`config.mk`:
```
export PLATFORM = sky130hd
export DESIGN_NAME = input_conditioner
export DESIGN_NICKNAME = d
export VERILOG_FILES = /design/src/rtl/input_cond_pkg.sv /design/src/rtl/debounce_ch.sv /design/src/rtl/input_conditioner.sv
export SDC_FILE = /design/constraint.sdc
export NUM_CORES = 1
export LEC_CHECK = 0
export ABC_AREA = 1
export BUFFER_PORTS_ARGS = -buffer_cell sky130_fd_sc_hd__buf_4
export CORE_MARGIN = 2
export CORE_UTILIZATION = 35
export DETAILED_ROUTE_END_ITERATION = 16
export GPL_ROUTABILITY_DRIVEN = 0
export PLACE_DENSITY = 0.56
export SLEW_MARGIN = 20
export SYNTH_ARGS = -nofsm -noshare
export SYNTH_HDL_FRONTEND = slang
export SYNTH_SLANG_ARGS = --single-unit
```
`constraint.sdc`:
```
create_clock -name clk_i -period 8.5 [get_ports clk_i]
set_clock_uncertainty 0.05 [all_clocks]
set_input_delay 0 -clock clk_i [delete_from_list [all_inputs] [get_ports clk_i]]
set_output_delay 0 -clock clk_i [all_outputs]
set_load 0.01 [all_outputs]
```
`src/rtl/input_cond_pkg.sv`:
```
// input_cond_pkg: shared channel state and counter sizing for the input conditioner
package input_cond_pkg;
  typedef enum logic {ST_STABLE, ST_PENDING} ch_state_t;
  function automatic int cnt_w(input int stable_ticks);
    return $clog2(stable_ticks + 1);
  endfunction
endpackage

```
`src/rtl/debounce_ch.sv`:
```
// debounce_ch: one pin through a 2-FF synchroniser, then a tick-sampled stability FSM
module debounce_ch
  import input_cond_pkg::*;
#(
  parameter int STABLE_TICKS = 8
) (
  input  logic clk_i,
  input  logic arst_i,
  input  logic tick_i,
  input  logic raw_i,
  output logic level_o
);
  localparam int CW = cnt_w(STABLE_TICKS);
  logic [1:0] sync;
  logic s, diff, last, d_n;
  ch_state_t state, state_n;
  logic [CW-1:0] c, c_n;
  assign s = sync[1];
  assign diff = s != level_o;
  assign last = int'(c) + 1 == STABLE_TICKS;
  // synchroniser, FSM state, stability counter and debounced level
  always_ff @(posedge clk_i or posedge arst_i)
    if (arst_i) begin
      sync <= '0;
      state <= ST_STABLE;
      c <= '0;
      level_o <= 1'b0;
    end else begin
      sync <= {sync[0], raw_i};
      state <= state_n;
      c <= c_n;
      level_o <= d_n;
    end
  // flip only after STABLE_TICKS consecutive ticks disagree with the held level
  always_comb begin
    state_n = state;
    c_n = c;
    d_n = level_o;
    if (tick_i && state == ST_STABLE && diff) begin
      if (STABLE_TICKS == 1) d_n = ~level_o;
      else begin
        state_n = ST_PENDING;
        c_n = CW'(1);
      end
    end else if (tick_i && state == ST_PENDING) begin
      if (!diff) begin
        state_n = ST_STABLE;
        c_n = '0;
      end else if (last) begin
        d_n = ~level_o;
        state_n = ST_STABLE;
        c_n = '0;
      end else c_n = c + 1'b1;
    end
  end
endmodule

```
`src/rtl/input_conditioner.sv`:
```
// input_conditioner: debounced button/switch levels plus a button press pulse
module input_conditioner
  import input_cond_pkg::*;
#(
  parameter int SW_WIDTH     = 16,
  parameter int TICK_DIV     = 50000,
  parameter int STABLE_TICKS = 8
) (
  input  logic                clk_i,
  input  logic                arst_i,
  input  logic                btn_i,
  input  logic [SW_WIDTH-1:0] sw_i,
  output logic                btn_o,
  output logic [SW_WIDTH-1:0] sw_o,
  output logic                irq_o
);
  localparam int PW = TICK_DIV > 1 ? $clog2(TICK_DIV) : 1;
  logic [PW-1:0] p;
  logic tick, btn_q;
  logic [SW_WIDTH:0] raw, lvl;
  assign tick = p == PW'(TICK_DIV - 1);
  assign raw = {btn_i, sw_i};
  assign sw_o = lvl[SW_WIDTH-1:0];
  assign btn_o = lvl[SW_WIDTH];
  assign irq_o = btn_o & ~btn_q;
  // shared prescaler; wraps the cycle after tick
  always_ff @(posedge clk_i or posedge arst_i)
    if (arst_i) p <= '0;
    else p <= tick ? '0 : p + 1'b1;
  // previous button level so the pulse coincides with the first cycle btn_o is high
  always_ff @(posedge clk_i or posedge arst_i)
    if (arst_i) btn_q <= 1'b0;
    else btn_q <= btn_o;
  for (genvar i = 0; i <= SW_WIDTH; i++) begin : g_ch
    debounce_ch #(.STABLE_TICKS(STABLE_TICKS)) u_ch (
      .clk_i  (clk_i),
      .arst_i (arst_i),
      .tick_i (tick),
      .raw_i  (raw[i]),
      .level_o(lvl[i])
    );
  end
endmodule

```
[After elaboration in Yosys (flattened, before gate mapping)]
Index checks and enable logic that the tools add are counted.
Word-level totals
  register bits: 153
  bits of input ports: 19
  output and inout bits: 18
  logic and storage cells: 449
Operators by class
  add/sub/neg operators: 35
  eq/ne operators: 52
  multiplexer cells: 137
  bitwise operators: 53
  reduce and logical (&&, ||, !) cells: 102
Operators by type and width (count)
  $eq A32 B5 Y1 const B: 17
  $mux W4: 68
  $add A4 B1 Y5 const B: 17
  $add A4 B1 Y4 const B: 17
  $mux W1: 68
  $reduce_and A4 Y1: 17
  $not A1 Y1: 52
  $logic_and A1 B1 Y1: 51
  $ne A3 B3 Y1 const B: 17
  $reduce_and A2 Y1: 17
  $reduce_bool A2 Y1: 17
  $ne A1 B1 Y1: 17
  $add A16 B1 Y16 const B: 1
  $eq A16 B16 Y1 const B: 1
  $mux W16: 1
  $and A1 B1 Y1: 1

[Logic depth before layout (Yosys ltp)]
Gate-level depths: netlist (run 1).
  word-level depth: 6
  mapped depth: 11
  gate-level depth less buffers: 10

[By module]
From an unflattened synthesis (run 1), not the netlist that was laid out.
Unflattened totals
  cell total of the unflattened synthesis: 957
  area total of the unflattened synthesis: 7891.3 µm²
By module, submodules not included
  debounce_ch: times used 17, cells an instance 49, area each 410.4 µm², seq. area each 200.2 µm²
  input_conditioner: times used 1, cells an instance 124, area each 914.6 µm², seq. area each 425.4 µm²

[Least setup slack after synthesis (run 1)]
No wires, ideal clock.
  path kind: reg-to-reg
  start: reg p[0]
  end: reg g_ch[12].u_ch.state
  setup time: 117 ps
  arrival: 1372 ps
  data required time: 8333 ps
  slack: 6961 ps
  stages on the path, launching flop included: 10
  path buffers: 1
  period minus slack after synthesis: 1539 ps
  path through: dfrtp_1 ha_1 nand3_2 nor2_2 nand2_4 buf_12 nor2_4 o21ai_0 o21ai_1 inv_1
On the way
  word-level cells in the longest chain between the ends: 5
  elaborated cells on any way between the ends: 8
  classes of those cells: eq/ne (2); mux (1); reduce/logical (5)
Ends and longest elaborated chain
  start: declaration: line input_conditioner.sv:18  | logic [PW-1:0] p;
  start signal: assignment: line input_conditioner.sv:29  | else p <= tick ? '0 : p + 1'b1;
  $eq A16 B16 Y1 (*): line input_conditioner.sv:21  | assign tick = p == PW'(TICK_DIV - 1);
  $logic_and A1 B1 Y1 (2 in series): line debounce_ch.sv:39  | if (tick_i && state == ST_STABLE && diff) begin
  $ne A3 B3 Y1 (no line) or $reduce_bool A2 Y1 (tied branches)
  $reduce_and A2 Y1 (no line)
  end signal: assignment: line debounce_ch.sv:30  | state <= state_n;
  end: declaration: line debounce_ch.sv:16  | ch_state_t state, state_n;
Every way passes the cells marked *; elsewhere a longest branch is shown, timed or not.
A chain may end at the register's enable or synchronous reset.

[Final worst setup path (run 1)]
  start: reg p[0]
  end: reg g_ch[1].u_ch.c[2]
On the way
  word-level cells in the longest chain between the ends: 4
  elaborated cells on any way between the ends: 6
  classes of those cells: eq/ne (1); mux (1); reduce/logical (4)
Ends and longest elaborated chain
  $eq A16 B16 Y1 (*): line input_conditioner.sv:21
  $logic_and A1 B1 Y1 (2 in series): line debounce_ch.sv:39
  $mux W4 or $reduce_bool A2 Y1 (tied branches)
  end signal: assignment: line debounce_ch.sv:31  | c <= c_n;
  end: declaration: line debounce_ch.sv:17  | logic [CW-1:0] c, c_n;
Marked as above.

==> metrics.md, run 1 <==
| Metric | Value |
|---|---|
| Cells after DPL | `1,182` |
| Syn avg cell area | `8.614 sq um` |
| Final hold slack | `0.1742 ns` |
| Commonest non-fill, non-tap cell in the layout | `nand2_1` |
| CP peak stage delay | `0.54 ns` |
| Clock sinks | `roughly 150` |
| MaxCap Viol Count | `0` |
| Initial DRC Count | `between 150 and 200` |
| PD cells | `177.9 nW/um^2` |
| Mapped cell area | `7675 sq um` |
| Relative slew slack | `41.30%` |
| Worst vdd ir | `between 100 and 150 uV` |
| Synth warn | `0` |
| Syn nets | `approximately 930` |
| GRT Resource Usage Total | `12.89%` |
| CP Max Fanout | `32` |
| Area contributors post-synth | `dfrtp_1 50%, nand2_1 9.4%, inv_1 6.2%` |
| Detailed Place HPWL | `about 9 mm` |
| CP Capture Type | `flop` |
| Hold crit path type | `in -> reg` |
| R2r setup slk | `a little over 6 ns` |
| Setup TNS | `0 ns` |
| Via/cell ratio | `4.578` |
| Crit Path Class | `reg -> reg` |
| Leading cell types in the layout, fill and taps excluded | `192 x nand2_1, 153 x dfrtp_1, 125 x inv_1` |
| Die Area | `around 23,000 sq um` |
| Fmax | `about 0.41 GHz` |
| TritonCTS clock tree | `yes` |
| Largest net degree at the start of global routing | `84` |
| Synth top area share | `between 40 and 50%` |
| IO Pins | `37` |
| Clock transition at path regs | `roughly 0.060 ns` |
| Leakage dissipation | `about 0.0043 uW` |
| Core Area | `roughly 22,000 sq um` |
| Total Nets Final | `976` |
| Number of port buffers | `36` |
| GRT Residual Overflow | `0` |
| Slew Viols, Final | `0` |
| Final period utilization | `between 20 and 30%` |
| Area growth from synthesis to layout | `15.80%` |
| Minimum clock period | `2.431 ns` |
| Flops & latches, synth | `around 150` |
| Die X | `approximately 150 microns` |
| Wire per inst | `about 11 microns` |
| Critical-path top delay cell | `inv_2` |
| Worst Tran Pin Value | `slightly below 0.9 ns` |
| Vias | `about 5,600` |
| Diode count | `0` |
| Max clock buf depth | `2` |
| Routed WL | `14.13 mm` |
| Critical Path RT | `between 8 and 9 ns` |
| H-tree depth | `4` |
| First-pass GRT wire length | `24.74 mm` |
| Share of cells above drive strength 1 | `10.92%` |
| Sequential element share of the synthesized area | `between 40 and 50%` |
| Root buf cell | `clkbuf_16` |
| Initial core utilization | `35.39%` |
| Final setup fails | `0` |
| DR pass1 iterations | `4` |
| Fin. Hold Viols | `0` |
| Startpoint types | `flop` |
| Post_cts resized | `0` |
| Num rows | `54` |
| Residual DRC | `0` |
| Die height | `~150 microns` |
| DRT antenna net count | `0` |
| RSZ-0062 raised after global routing | `no` |
| Skew-Pair Late Insertion Delay | `0.43 ns` |
| Initial antenna violation count | `0` |
| Yosys cell types | `26` |
| Vias in the first global route | `roughly 5,400` |
| Leading area contributor after synthesis | `dfrtp_1` |
| Crit-path cells | `ha_1 > nand3_2 > nor2_2 > nand2_4 > inv_2 > o21ai_0 > nand2_1 > o21ai_1` |
| Layout Cells excl Fill | `~1,200` |
| Filler cells | `2,128` |
| Worst Path Arrival | `between 2 and 3 ns` |
| Post-Syn Instances | `slightly below 900` |
| Status | `finished clean` |
| CTS Buf Count | `17` |
## synthesized netlist by cell type
cell type,count
buf_2,2
nor2_1,68
nand3_2,1
inv_1,126
dfrtp_1,153
nand3_1,87
o21bai_1,1
ha_1,18
nand4_1,23
xnor2_1,27
nand3b_1,1
nor2_2,4
nor2_4,23
o21ai_0,45
inv_2,4
nand2_1,192
a21oi_1,18
o21ai_1,28
buf_6,5
nand2_2,2
nand2_4,2
nor3_1,12
buf_4,18
xor2_1,29
nor4_1,1
buf_12,1
## cell type report
class / instances / area (sq um) / area share [%]
clock buffers: 20 / 446.7 / 5.026
multi-input cells: 582 / 3137 / 35.29
flip-flops and latches: 153 / 3829 / 43.08
well taps: 280 / 350.3 / 3.942
inverters: 130 / 493.0 / 5.547
clock inverters: 12 / 173.9 / 1.957
repair buffers: 55 / 457.9 / 5.153
## worst max-delay path: cells and delay by family (launching register included)
kind	cells	cell delay, ns
AND/OR/NAND/NOR	4	0.85
buffers and inverters	1	0.54
flip-flops	1	0.37
AO/OA/AOI/OAI	2	0.27
adder cells (fa/ha/maj)	1	0.21
## flip-flops by register name, indices dropped and copies added (netlist names)
name               flops
g_ch.u_ch.state       17
g_ch.u_ch.sync        34
g_ch.u_ch.c           68
btn_q                  1
p                     16
g_ch.u_ch.level_o     17
## logic make-up after synthesis
kind of cell	Yosys count	share of synthesized area (%)
xor gates and xnor gates	56	6.391
DFF	153	49.89
and+or+nand+nor	416	25.51
buffers and inverters	156	9.243
AOI/OAI and AO/OA	92	6.032
adders and majority gates	18	2.935
## where the power goes
part           total, uW  internal [uW]  switching (uW)
Combinational       38.9           14.5            24.4
Sequential           741            737            4.23
Clock                802            498             304
## per-layer routing
metal	vias to the layer above	part of all wire (%)	global-route usage [%]	wire, microns
li1	2911	-	-	-
met1	2648	48	16.39	6802
met2	70	48	21.21	6718
met3	11	3.2	3.109	457
met4	0	1.1	5.118	152
met5	-	0	0	0
## stage by stage
stage                     utilization (%)  setup WS [ns]  total power [uW]  area (sq um)
after floorplan                         -          4.329             774.0          7675
after detailed placement            37.29          6.045             788.7          8087
after global routing                40.98          5.831              1640          8887
after global placement              37.29          6.129             788.6          8087
final                               40.98          6.069              1581          8887
after CTS                           40.98          6.027              1607          8887
## path summary, 6_finish.rpt
check	startpoint	to	cells after the start
min in group asynchronous	arst_i	p[12]	3
max	p[0]	g_ch[1].u_ch.c[2]	8
min reg2reg	g_ch[4].u_ch.sync[0]	g_ch[4].u_ch.sync[1]	0
min	sw_i[5]	g_ch[5].u_ch.sync[0]	2
max in group asynchronous	arst_i	g_ch[6].u_ch.state	4
max reg2reg	p[0]	g_ch[1].u_ch.c[2]	8
## repair_timing
item | CTS | global route
buffers inserted | 0 | 0
endpoints found under the hold margin | 99 | 0
hold buffers | 18 | 0
Note: power is estimated with default switching activity, not from simulation.
==> inputs of run 2 (changes only) <==
Settings changed: ABC_AREA 1 to 0, PLACE_DENSITY 0.56 to 0.57.
Clock period 8.5 ns to 2.4 ns, I/O delays scaled along.
==> run 2 against run 1 <==
  * Sequential share of layout area rose by 3.4 points
  * Clock-buffer cell count increased by 3
  * Final area is 7.4% lower
  * Via count down 12%
  * Area after synthesis decreased by 10%
  * Critical endpoint is now g_ch[6].u_ch.c[2]
  * Largest cell class unchanged
==> metrics.md, run 2 <==
| Metric | Value |
|---|---|
| Status | `finished clean` |
| Worst vdd ir | `between 500 and 600 uV` |
| Leading cell types in the layout, fill and taps excluded | `153 x dfrtp_1, 87 x nand2_1, 44 x buf_4` |
| GRT Residual Overflow | `0` |
| CTS Buf Count | `17` |
| Vias in the first global route | `4,931` |
| DR pass1 iterations | `4` |
| Top FF cell, synth | `dfrtp_1` |
| Post-synth EDFFs | `0` |
| Post-Syn Instances | `~620` |
| H-tree depth | `4` |
| Setup TNS | `0 ns` |
| Max clock buf depth | `2` |
| Relative slew slack | `a little over 60%` |
| CP Capture Type | `flop` |
| GRT Resource Usage Total | `between 10% and 20%` |
| Commonest cells in the netlist | `153 x dfrtp_1, 87 x nand2_1, 39 x nand3_1, 36 x nor3_1, 34 x o2bb2ai_1` |
| Clock sinks | `153` |
| M3 GR Usage | `~3.7%` |
| Flops & latches, synth | `approximately 150` |
| Leakage dissipation | `about 0.0037 uW` |
| Filler cells | `between 1,500 and 2,000` |
| Wire per inst | `about 14 microns` |
| Area contributors post-synth | `dfrtp_1 56%, nand2_1 4.7%, o2bb2ai_1 4.3%` |
| Top reg by flops | `g_ch.u_ch.c` |
| Die height | `about 140 microns` |
| Synth warn | `0` |
| IO Pins | `37` |
| Share of cells above drive strength 1 | `15.40%` |
| Core Area | `about 19,000 sq um` |
| Largest net degree at the start of global routing | `110` |
| GRT met2 Usage | `around a quarter` |
| Minimum clock period | `about 2.3 ns` |
| Residual DRC | `0` |
| CP top delay family | `simple AND/OR/NAND/NOR gates` |
| Final hold slack | `0.1650 ns` |
| Yosys cell types | `37` |
| Slew Viols, Final | `0` |
| Total Nets Final | `slightly above 700` |
| Startpoint types | `flop` |
| CP peak stage delay | `roughly 0.53 ns` |
| Mapped cell area | `6898 sq um` |
| CP Max Fanout | `29` |
| Post_cts resized | `0` |
| Ys async rst share | `100.0%` |
| Number of port buffers | `36` |
| Cell mode on critical path | `buf_12` |
| Initial DRC Count | `296` |
| Worst Path Arrival | `2.54 ns` |
| Diode count | `0` |
| Pre-CTS setup slack | `~0.15 ns` |
| Crit-path cells | `nor4b_2 > and4_4 > buf_12 > buf_12 > o21ai_2 > a221o_1` |
| RSZ-0062 raised after global routing | `no` |
| Root buf cell | `clkbuf_16` |
| Num rows | `51` |
| GRT Max-Usage Layer | `met2` |
| Sequential element share of the synthesized area | `approximately 56%` |
| First-pass GRT wire length | `22.21 mm` |
| Fmax | `0.4376 GHz` |
| Commonest non-fill, non-tap cell in the layout | `dfrtp_1` |
| Register area | `3829 sq um` |
| Switching share of power | `between 20% and 30%` |
| Fin. Hold Viols | `0` |
| MaxCap Viol Count | `0` |
| Grt met1 use | `15.44%` |
| Initial core utilization | `~36%` |
| DRT antenna net count | `0` |
| Worst Tran Pin Value | `0.5850 ns` |
| Die X | `~140 microns` |
| Routed WL | `13.33 mm` |
| Synth top area share | `55.51%` |
| Die Area | `roughly 21,000 sq um` |
| Area growth from synthesis to layout | `19.35%` |
| Syn nets | `652` |
| PD cells | `roughly 660 nW/um^2` |
| Sequential fraction of design power | `around half` |
| Psw | `approximately 1100 uW` |
| Final period utilization | `between 90 and 100%` |
| Skew-Pair Late Insertion Delay | `~0.42 ns` |
| Power share of the clock group | `between 40% and 50%` |
| TritonCTS clock tree | `yes` |
| Initial antenna violation count | `0` |
| Top-count cell post-synth | `dfrtp_1` |
| Syn avg cell area | `11.22 sq um` |
| CP bufs+invs | `2` |
| Detailed Place HPWL | `roughly 8.5 mm` |
| Final worst slack | `around 0.11 ns` |
| Vias | `about 5,000` |
| Multi-input combinational cell area | `between 2000 and 3000 sq um` |
| Clock transition at path regs | `around 0.06 ns` |
| Critical-path top delay cell | `nor4b_2` |
| Largest regs | `g_ch.u_ch.c x68, g_ch.u_ch.sync x34` |
| Crit Path Class | `reg -> reg` |
| Max reg flops | `just under 70` |
| Hold crit path type | `in -> reg` |
| Leading area contributor after synthesis | `dfrtp_1` |
| Comb power frac | `~2.3%` |
| Final setup fails | `0` |
| P_int | `~4300 uW` |
| Critical Path RT | `between 2 and 3 ns` |
| Via/cell ratio | `between 5 and 6` |
-- run 2: cell types whose count changed after synthesis, sizes merged, moves of 34 or more --
cell,before,now
inv,130,4
nand2,196,87
nand3,88,39
nor2,95,11
o21ai,73,17
o2bb2ai,0,34
-- run 2: path summary, 6_finish.rpt --
check	end	start	slack, ns	depth (start not counted)
hold reg to reg	g_ch[12].u_ch.sync[1]	g_ch[12].u_ch.sync[0]	0.30	0
setup reg to reg	g_ch[6].u_ch.c[2]	p[10]	0.11	6
min in group asynchronous	g_ch[15].u_ch.sync[1]	arst_i	0.24	4
setup / recovery	g_ch[6].u_ch.c[2]	p[10]	0.11	6
max in group asynchronous	g_ch[2].u_ch.sync[0]	arst_i	1.60	4
hold / removal	g_ch[9].u_ch.sync[0]	sw_i[9]	0.16	2
-- run 2: area by class of cell --
cell class	count	share of cell area (%)
Multi-Input combinational cell	426	34.50
Clock inverter	9	1.398
Clock buffer	23	5.927
Tap cell	265	4.027
Inverter	4	0.2280
Sequential cell	153	46.50
Timing Repair Buffer	67	7.416
-- run 2: power by group through the flow --
| stage | Sequential [uW] | Combinational [uW] | Clock [uW] |
|---|---|---|---|
| CTS | 2620 | 131 | 2770 |
| detailed placement | 2670 | 107 | 0 |
| global route | 2620 | 143 | 2890 |
| finish | 2620 | 125 | 2690 |
| global placement | 2670 | 105 | 0 |
| floorplan | 2670 | 57.9 | 0 |
-- run 2: worst reg2reg max path, cell delays in order (launching register included) --
cell and delay (ns):
dfrtp_1 0.43, nor4b_2 0.54, and4_4 0.36, buf_12 0.16
buf_12 0.18, o21ai_2 0.11, a221o_1 0.36
-- run 2: through the flow --
stage / instance area [sq um] / std cells / util (%) / power (uW)
2_1_floorplan: 6902 / 615 / - / 2724
3_3_place_gp: 7412 / 894 / 38.21 / 2773
3_5_place_dp: 7412 / 894 / 38.21 / 2776
4_1_cts: 8195 / 944 / 42.25 / 5520
5_1_grt: 8233 / 947 / 42.44 / 5655
6_report: 8233 / 947 / 42.44 / 5440
-- run 2: logic make-up after synthesis --
logic type	count (synthesis)	share of synthesized area, %
xor+xnor	31	3.936
flops	153	55.51
fa+ha+maj	18	3.265
simple gates	240	18.39
compound gates	119	12.62
buf+inv	37	3.501
mux	17	2.775
-- run 2: per-layer routing --
metal / up-vias / wire (microns)
met3: 25 / 467
met4: 0 / 280
met2: 89 / 6836
met5: - / 0
li1: 2372 / -
met1: 2452 / 5749
-- run 2: repair_timing --
item,in CTS,in global routing
setup endpoints to repair,0,1
buffers inserted,0,2
hold buffers,18,0
endpoints found under the hold margin,170,0
